$ cat src/rtl/glb_loader.sv
// DMA loader: streams a contiguous block of words from external SRAM into the GLB.
// One SRAM read per cycle; each word is written to the GLB two cycles after its read.
module glb_loader #(
  parameter int BITWIDTH         = 16,
  parameter int SRAM_ADDR_LENGTH = 8,
  parameter int GLB_ADDR_LENGTH  = 8
) (
  input  logic                        clk,
  input  logic                        rstb,
  input  logic                        start,
  input  logic [SRAM_ADDR_LENGTH-1:0] src_addr,
  input  logic [GLB_ADDR_LENGTH-1:0]  dst_addr,
  input  logic [GLB_ADDR_LENGTH:0]    length,
  output logic                        busy,
  output logic                        done,
  input  logic [BITWIDTH-1:0]         sram_rdata,
  output logic [SRAM_ADDR_LENGTH-1:0] sram_addr,
  output logic                        sram_cs,
  output logic                        sram_oe,
  output logic                        sram_we,
  output logic [GLB_ADDR_LENGTH-1:0]  glb_addr,
  output logic [BITWIDTH-1:0]         glb_wdata,
  output logic                        glb_cs,
  output logic                        glb_we,
  output logic                        glb_oe
);

  // state  | meaning
  // IDLE   | waiting for start
  // STREAM | one SRAM read issued per cycle, GLB writes trail by two cycles
  // DRAIN  | reads finished, completing the trailing GLB writes
  // DONE   | one-cycle done pulse
  typedef enum logic [1:0] {IDLE, STREAM, DRAIN, DONE} state_t;

  localparam logic [GLB_ADDR_LENGTH:0] CNT_ONE = (GLB_ADDR_LENGTH+1)'(1);

  state_t                        state_q;
  logic [GLB_ADDR_LENGTH:0]      rd_cnt_q;
  logic [GLB_ADDR_LENGTH:0]      wr_cnt_q;
  logic [SRAM_ADDR_LENGTH-1:0]   sram_addr_q;
  logic                          sram_cs_q;
  logic                          rvld_q;
  logic [GLB_ADDR_LENGTH-1:0]    wr_addr_q;
  logic [GLB_ADDR_LENGTH-1:0]    glb_addr_q;
  logic [BITWIDTH-1:0]           glb_wdata_q;
  logic                          glb_cs_q;
  logic                          busy_q;
  logic                          done_q;

  always_ff @(posedge clk) begin
    if (rstb) begin
      state_q     <= IDLE;
      rd_cnt_q    <= '0;
      wr_cnt_q    <= '0;
      sram_addr_q <= '0;
      sram_cs_q   <= 1'b0;
      rvld_q      <= 1'b0;
      wr_addr_q   <= '0;
      glb_addr_q  <= '0;
      glb_wdata_q <= '0;
      glb_cs_q    <= 1'b0;
      busy_q      <= 1'b0;
      done_q      <= 1'b0;
    end else begin
      // rvld_q marks the cycle in which sram_rdata carries a requested word
      rvld_q   <= sram_cs_q;
      glb_cs_q <= rvld_q;
      done_q   <= 1'b0;
      if (rvld_q) begin
        glb_addr_q  <= wr_addr_q;
        glb_wdata_q <= sram_rdata;
        wr_addr_q   <= wr_addr_q + GLB_ADDR_LENGTH'(1);
      end
      if (glb_cs_q) wr_cnt_q <= wr_cnt_q - CNT_ONE;

      case (state_q)
        IDLE: begin
          if (start) begin
            if (length == '0) begin
              done_q  <= 1'b1;
              state_q <= DONE;
            end else begin
              sram_addr_q <= src_addr;
              sram_cs_q   <= 1'b1;
              wr_addr_q   <= dst_addr;
              rd_cnt_q    <= length;
              wr_cnt_q    <= length;
              busy_q      <= 1'b1;
              state_q     <= STREAM;
            end
          end
        end
        STREAM: begin
          rd_cnt_q <= rd_cnt_q - CNT_ONE;
          if (rd_cnt_q == CNT_ONE) begin
            sram_cs_q <= 1'b0;
            state_q   <= DRAIN;
          end else begin
            sram_addr_q <= sram_addr_q + SRAM_ADDR_LENGTH'(1);
          end
        end
        DRAIN: begin
          if (glb_cs_q && wr_cnt_q == CNT_ONE) begin
            busy_q  <= 1'b0;
            done_q  <= 1'b1;
            state_q <= DONE;
          end
        end
        DONE:    state_q <= IDLE;
        default: state_q <= IDLE;
      endcase
    end
  end

  assign busy      = busy_q;
  assign done      = done_q;
  assign sram_addr = sram_addr_q;
  assign sram_cs   = sram_cs_q;
  assign sram_oe   = sram_cs_q;
  assign sram_we   = 1'b0;
  assign glb_addr  = glb_addr_q;
  assign glb_wdata = glb_wdata_q;
  assign glb_cs    = glb_cs_q;
  assign glb_we    = glb_cs_q;
  assign glb_oe    = 1'b0;

endmodule

$ cat config.mk
export PLATFORM = sky130hd
export DESIGN_NAME = glb_loader
export DESIGN_NICKNAME = d
export VERILOG_FILES = /design/src/rtl/glb_loader.sv
export SDC_FILE = /design/constraint.sdc
export NUM_CORES = 1
export LEC_CHECK = 0
export ABC_CLOCK_PERIOD_IN_PS = 5680
export BUFFER_PORTS_ARGS = -buffer_cell sky130_fd_sc_hd__buf_4
export CORE_ASPECT_RATIO = 0.6
export CORE_MARGIN = 8
export CORE_UTILIZATION = 42
export CTS_CLUSTER_SIZE = 20
export DETAILED_ROUTE_END_ITERATION = 10
export GPL_ROUTABILITY_DRIVEN = 1
export PLACE_DENSITY = 0.65
export SLEW_MARGIN = 5
export SYNTH_ARGS = -nofsm -noshare
export SYNTH_HDL_FRONTEND = slang
export SYNTH_SLANG_ARGS = --single-unit
export TNS_END_PERCENT = 30
$ cat constraint.sdc
create_clock -name clk -period 5.68 [get_ports clk]
set_input_delay 1.136 -clock clk [delete_from_list [all_inputs] [get_ports clk]]
set_output_delay 1.136 -clock clk [all_outputs]
set_load 0.02 [all_outputs]
* Word level (Yosys, flattened, before mapping)
Index checks and enable logic that the tools add are counted.
** Word-level totals
- Output and inout bits :: 40
- Memory bits (read-only) :: 0
- Word-level logic and storage cells :: 66
- Latch bits :: 0
- RAM bits :: 0
- Register bits :: 65
- Memories kept :: 0
** Cells by class
- Bitwise gates (word level) :: 0
- Muxes and demuxes :: 30
- Multipliers :: 0
- Reduce and logical (&&, ||, !) cells :: 10
- Equal/unequal tests :: 10
- Div/mod/pow operators :: 0
- Shifts and indexed selects :: 0
- Order comparisons :: 0
- Add/subtract/negate cells :: 4
** Operator list (count)
- two-way mux 8 bit :: 7
- two-way mux 9 bit :: 6
- == test 9 x 1 -> 1 bit, second input constant :: 2
- case mux 9 bit (2 select lines) :: 1
- subtractor 9 x 1 -> 9 bit, second input constant :: 2
- adder 8 x 1 -> 8 bit, second input constant :: 2
- case mux 8 bit (2 select lines) :: 1
- AND reduction 4 bit :: 3
- != test 2 bit, second input constant :: 5
- zero test 9 bit :: 1
- two-way mux 2 bit :: 4
- case mux 2 bit (4 select lines) :: 1
- two-way mux 1 bit :: 7
- case mux 1 bit (2 select lines) :: 3
- AND reduction 3 bit :: 2
- == test 2 bit, second input constant :: 2
- nonzero test 2 bit :: 2
- == test 2 x 1 -> 1 bit, second input constant :: 1
- zero test 2 bit :: 1
- logical AND 1 bit :: 1

* Depth between registers and ports, before layout
- Word-level depth :: 5
- Depth in mapped cells :: 8
- Gate-level depth less buffers :: 6

* Least setup slack after synthesis
OpenSTA, ideal clock, no wires.
- Path kind :: input to register
- Start :: in length[2]
- End :: reg sram_addr_q[0] (netlist: sram_addr[0])
- Slack :: 3119 ps
- Arrival :: 2444 ps
- Stages :: 5
- Path through :: or4_4 o31ai_4 buf_6 nand2_1 a32o_1
** Between the ends
- Word-level cells in the longest chain between the ends :: 3
** RTL lines
- from (decl) :: RTL line 13 : input logic [GLB_ADDR_LENGTH:0] length,
- zero test 9 bit :: RTL line 79 : if (length == '0) begin
- != test 2 bit (no source line)
- AND reduction 4 bit (no source line)
- to (signal assigned) :: RTL line 83 : sram_addr_q <= src_addr;
- to (signal assigned) :: RTL line 99 : sram_addr_q <= sram_addr_q + SRAM_ADDR_LENGTH'(1);
- to (decl) :: RTL line 40 : logic [SRAM_ADDR_LENGTH-1:0] sram_addr_q;
No other way between the ends.
A chain may end at the register's enable or synchronous reset.

* Worst setup path in the final report
- Start :: reg state_q[1]
- End :: reg sram_addr_q[3] (netlist: sram_addr[3])
** Between the ends
- Word-level cells in the longest chain between the ends :: 3
** RTL lines
- from (decl) :: RTL line 37 : state_t state_q;
- from (signal assigned) :: RTL line 52 : state_q <= IDLE;
- from (signal assigned) :: RTL line 81 : state_q <= DONE;
- from (signal assigned) :: RTL line 89 : state_q <= STREAM;
- == test 2 x 1 -> 1 bit or zero test 2 bit (tied branches) :: RTL line 76 : case (state_q)
- != test 2 bit (no source line) or nonzero test 2 bit (tied branches)
- AND reduction 4 bit (no source line)
Parallel ways exist; a longest one is shown, timed or not.

==> results_dict.tcl <==
set metrics [dict create \
    final_common_cell "buf_4" \
    synth_seq_cells 65 \
    yosysTopAreaCell "dfxtp_1" \
    multi_input_area_mm2 0.001888 \
    critPathKind "reg2reg" \
    switchingPower_uw 793.0 \
    initial_utilization_pct 43.25 \
    antenna_left 0 \
    drc 0 \
    timing.max_cap.violations 0 \
    io_buffers 81 \
    critPathSlowestCell "clkinv_1" \
    finalCriticalPeriod_ns 3.259 \
    final_cell_mix "buf_4 (83), dfxtp_1 (65), nor2_1 (55), mux2i_1 (29), nand2_1 (25)" \
    yosys.cell_types.count 62 \
    swShare_pct 39.61 \
    wl_per_cell_um 16.60 \
    dr.max_layer_used "met4" \
    grt_overflow 0 \
    synth_edf_count 0 \
    seq_area_mm2 0.001301 \
    status "completed" \
    clk_path_buf_depth 2 \
    dp_hpwl_mm 6.570 \
    reg2reg_depth 6 \
    layout.nets 490 \
    placed_area_mm2 0.003989 \
    crit_arrival_ns 3.44 \
    yosysWarnings 0 \
    io_pins 84 \
    max_slew_margin_pct 34.13 \
    tns_ns 0 \
    worst_setup_path_end_kind "register" \
    drive_gt1_share_pct 26.47 \
    reg2reg_from "state_q[1]" \
    start_kind "register" \
    final_cells 550 \
    gp_congestion 0.8214 \
    max_freq_ghz 0.3068 \
    seq_area_frac_synth_pct 38.32 \
    rsz0062_at_grt "no" \
    tightest_slew_ns 0.9880 \
    clkPwrFrac_pct 25.4 \
    wl_met3_um 456 \
    wl_met2_mm 4.030 \
    mappedNetlistArea_mm2 0.003396 \
    synth_area_leaders "dfxtp_1 (38%), mux2i_1 (8.5%), nor2_1 (6.1%), a211oi_2 (3.3%), ha_1 (3.3%)" \
    cp_top_family "buffers and inverters" \
    powerDensity_mw_per_mm2 469.6 \
    fp.dieW_um 132.1 \
    fillers 732 \
    p_leak_nw 1.687 \
    cts_buffers 9 \
    clk_transition_reported_paths_ns 0.05 \
    hold_class "reg2reg" \
    reg2reg_slack_ns 2.42 \
    cts_tree "yes" \
    power_frac_comb_pct 41.1 \
    post_cts_buffers 0 \
    fp.coreArea_mm2 0.007851 \
    crit_chain "inv_1, ha_1, clkinv_1, nor3_1, or3_1, o32ai_1" \
    clock_sinks 65 \
    worstHoldEndpoint "state_q[1]" \
    grtUsageTotal_pct 16.41 \
    dp_slack_ns 2.273 \
    drtIter0Drc 263 \
    dp.cells 534 \
    dr.pass1.iters 4 \
    die_area_mm2 0.01131 \
    viasPerCell 5.427 \
    root_buffer "clkbuf_16" \
    finClkSkew_ns 0.004692 \
    grt_pass1_vias 2980 \
    hold_depth 2 \
    period_share_pct 57.38 \
    antenna_found_initial 0 \
    power.internal_mw 1.209 \
    cpPeakStageDelay_ns 0.93 \
    via_count 2985 \
    crit_required_ns 5.86 \
    h-tree-depth 3 \
    min_from "state_q[1]" \
    row_count 25 \
    n_antenna_cell 0 \
    rr_endpoint "sram_addr[3]" \
    grt_pass1_wl_mm 15.18 \
    stdcell_area_mm2 0.004263 \
    maxSlewViolCount 0 \
    ir_drop_uv 193.3 \
    setup_violations 0 \
    synth_ff_type "dfxtp_1" \
    drt-total-wl_mm 9.130 \
    clock_latency_ns 0.33 \
    critPathBufInv 2 \
    cts_resized 0 \
    hold_viol 0 \
    area_growth_pct 25.53 \
    die_h_um 85.65 \
    grt_max_degree 66 \
    p_seq_share_pct 33.6 \
    synth_area_per_cell_um2 9.128 \
    hold_buffers 0 \
    synth_top_area_share_pct 38.32 \
    drt-met1-wl_mm 4.520 \
    timing.final.ws_setup_ns 2.421 \
    synth_cells 372 \
    synthArstFlopShare_pct 0 \
    cp_max_fo 26 \
]
==> synth_stat cells (2+ instances only) <==
library cell / count
nor2b_1: 5
nand4_1: 5
inv_1: 10
nand2_1: 25
buf_4: 7
dfxtp_1: 65
buf_6: 3
a211oi_2: 9
nor4b_1: 3
nor3_1: 7
a211oi_1: 7
a2bb2oi_1: 3
mux2i_1: 29
xnor2_1: 7
xor2_1: 7
and3_1: 2
o32ai_1: 12
or4_1: 3
a22oi_1: 12
nand3_1: 3
nor2_1: 55
o31ai_1: 3
buf_2: 6
or3_1: 3
nor4_1: 2
a21oi_1: 15
ha_1: 9
clkbuf_1: 13
o211ai_1: 2
o21ai_0: 5
and2_1: 4
==> logic make-up after synthesis <==
| kind of cell | after synthesis | synth area share (%) |
|---|---|---|
| simple gates | 129 | 19.34 |
| other cells | 1 | 0.1104 |
| mux | 30 | 8.880 |
| xor+xnor | 14 | 3.611 |
| buf+inv | 41 | 6.190 |
| fa+ha+maj | 9 | 3.316 |
| compound gates | 83 | 20.23 |
| flops | 65 | 38.32 |
==> stage by stage <==
| stage | utilization (%) | power [mW] | hold WS, ns |
|---|---|---|---|
| floorplan | - | 1.281 | 0.4477 |
| global placement | 50.80 | 1.471 | 0.4635 |
| detailed placement | 50.80 | 1.493 | 0.4731 |
| CTS | 54.29 | 2.009 | 0.4859 |
| global route | 54.29 | 2.123 | 0.5102 |
| finish | 54.29 | 2.002 | 0.4823 |
==> final cells by class <==
type	count	area share [%]
Clock buffer	11	5.694
Clock inverter	5	0.7338
Inverter	11	0.9686
Multi-Input combinational cell	267	44.29
Sequential cell	65	30.53
Tap cell	108	3.170
Timing Repair Buffer	83	14.62
==> sequential cells by signal, indices dropped and copies added (netlist names) <==
register / count
glb_addr: 8
glb_cs: 1
sram_addr: 8
wr_cnt_q: 9
rvld_q: 1
rd_cnt_q: 9
glb_wdata: 16
wr_addr_q: 8
busy: 1
state_q: 2
sram_cs: 1
done: 1
==> power by group through the flow <==
stage	Sequential (mW)	Clock [mW]	Combinational (mW)
finish	0.672	0.508	0.822
global route	0.689	0.539	0.895
CTS	0.670	0.519	0.820
detailed placement	0.678	0	0.816
global placement	0.673	0	0.798
floorplan	0.702	0	0.579
==> metal layers <==
metal | vias up | track usage, %
li1 | 1475 | -
met1 | 1428 | 21.57
met2 | 69 | 24.67
met3 | 13 | 5.718
met4 | 0 | 5.078
met5 | - | 0
==> worst max-delay path by stage <==
stage | from | slack [ns] | to | depth (start not counted)
floorplan | length[2] | 3.12 | sram_addr[0] | 5
global placement | length[2] | 2.30 | wr_cnt_q[1] | 6
detailed placement | length[2] | 2.27 | wr_cnt_q[1] | 6
CTS | state_q[1] | 2.44 | sram_addr[3] | 6
global route | state_q[1] | 2.13 | sram_addr[6] | 6
finish | state_q[1] | 2.42 | sram_addr[3] | 6
==> worst register-to-register path: cells and delay by family (launching register included) <==
family	cells	cell delay, ns
buffers and inverters	2	1.01
and+or+nand+nor	2	0.81
adders and majority gates	1	0.80
DFF	1	0.32
AOI/OAI and AO/OA	1	0.16
(Power assumes the default switching activity.)
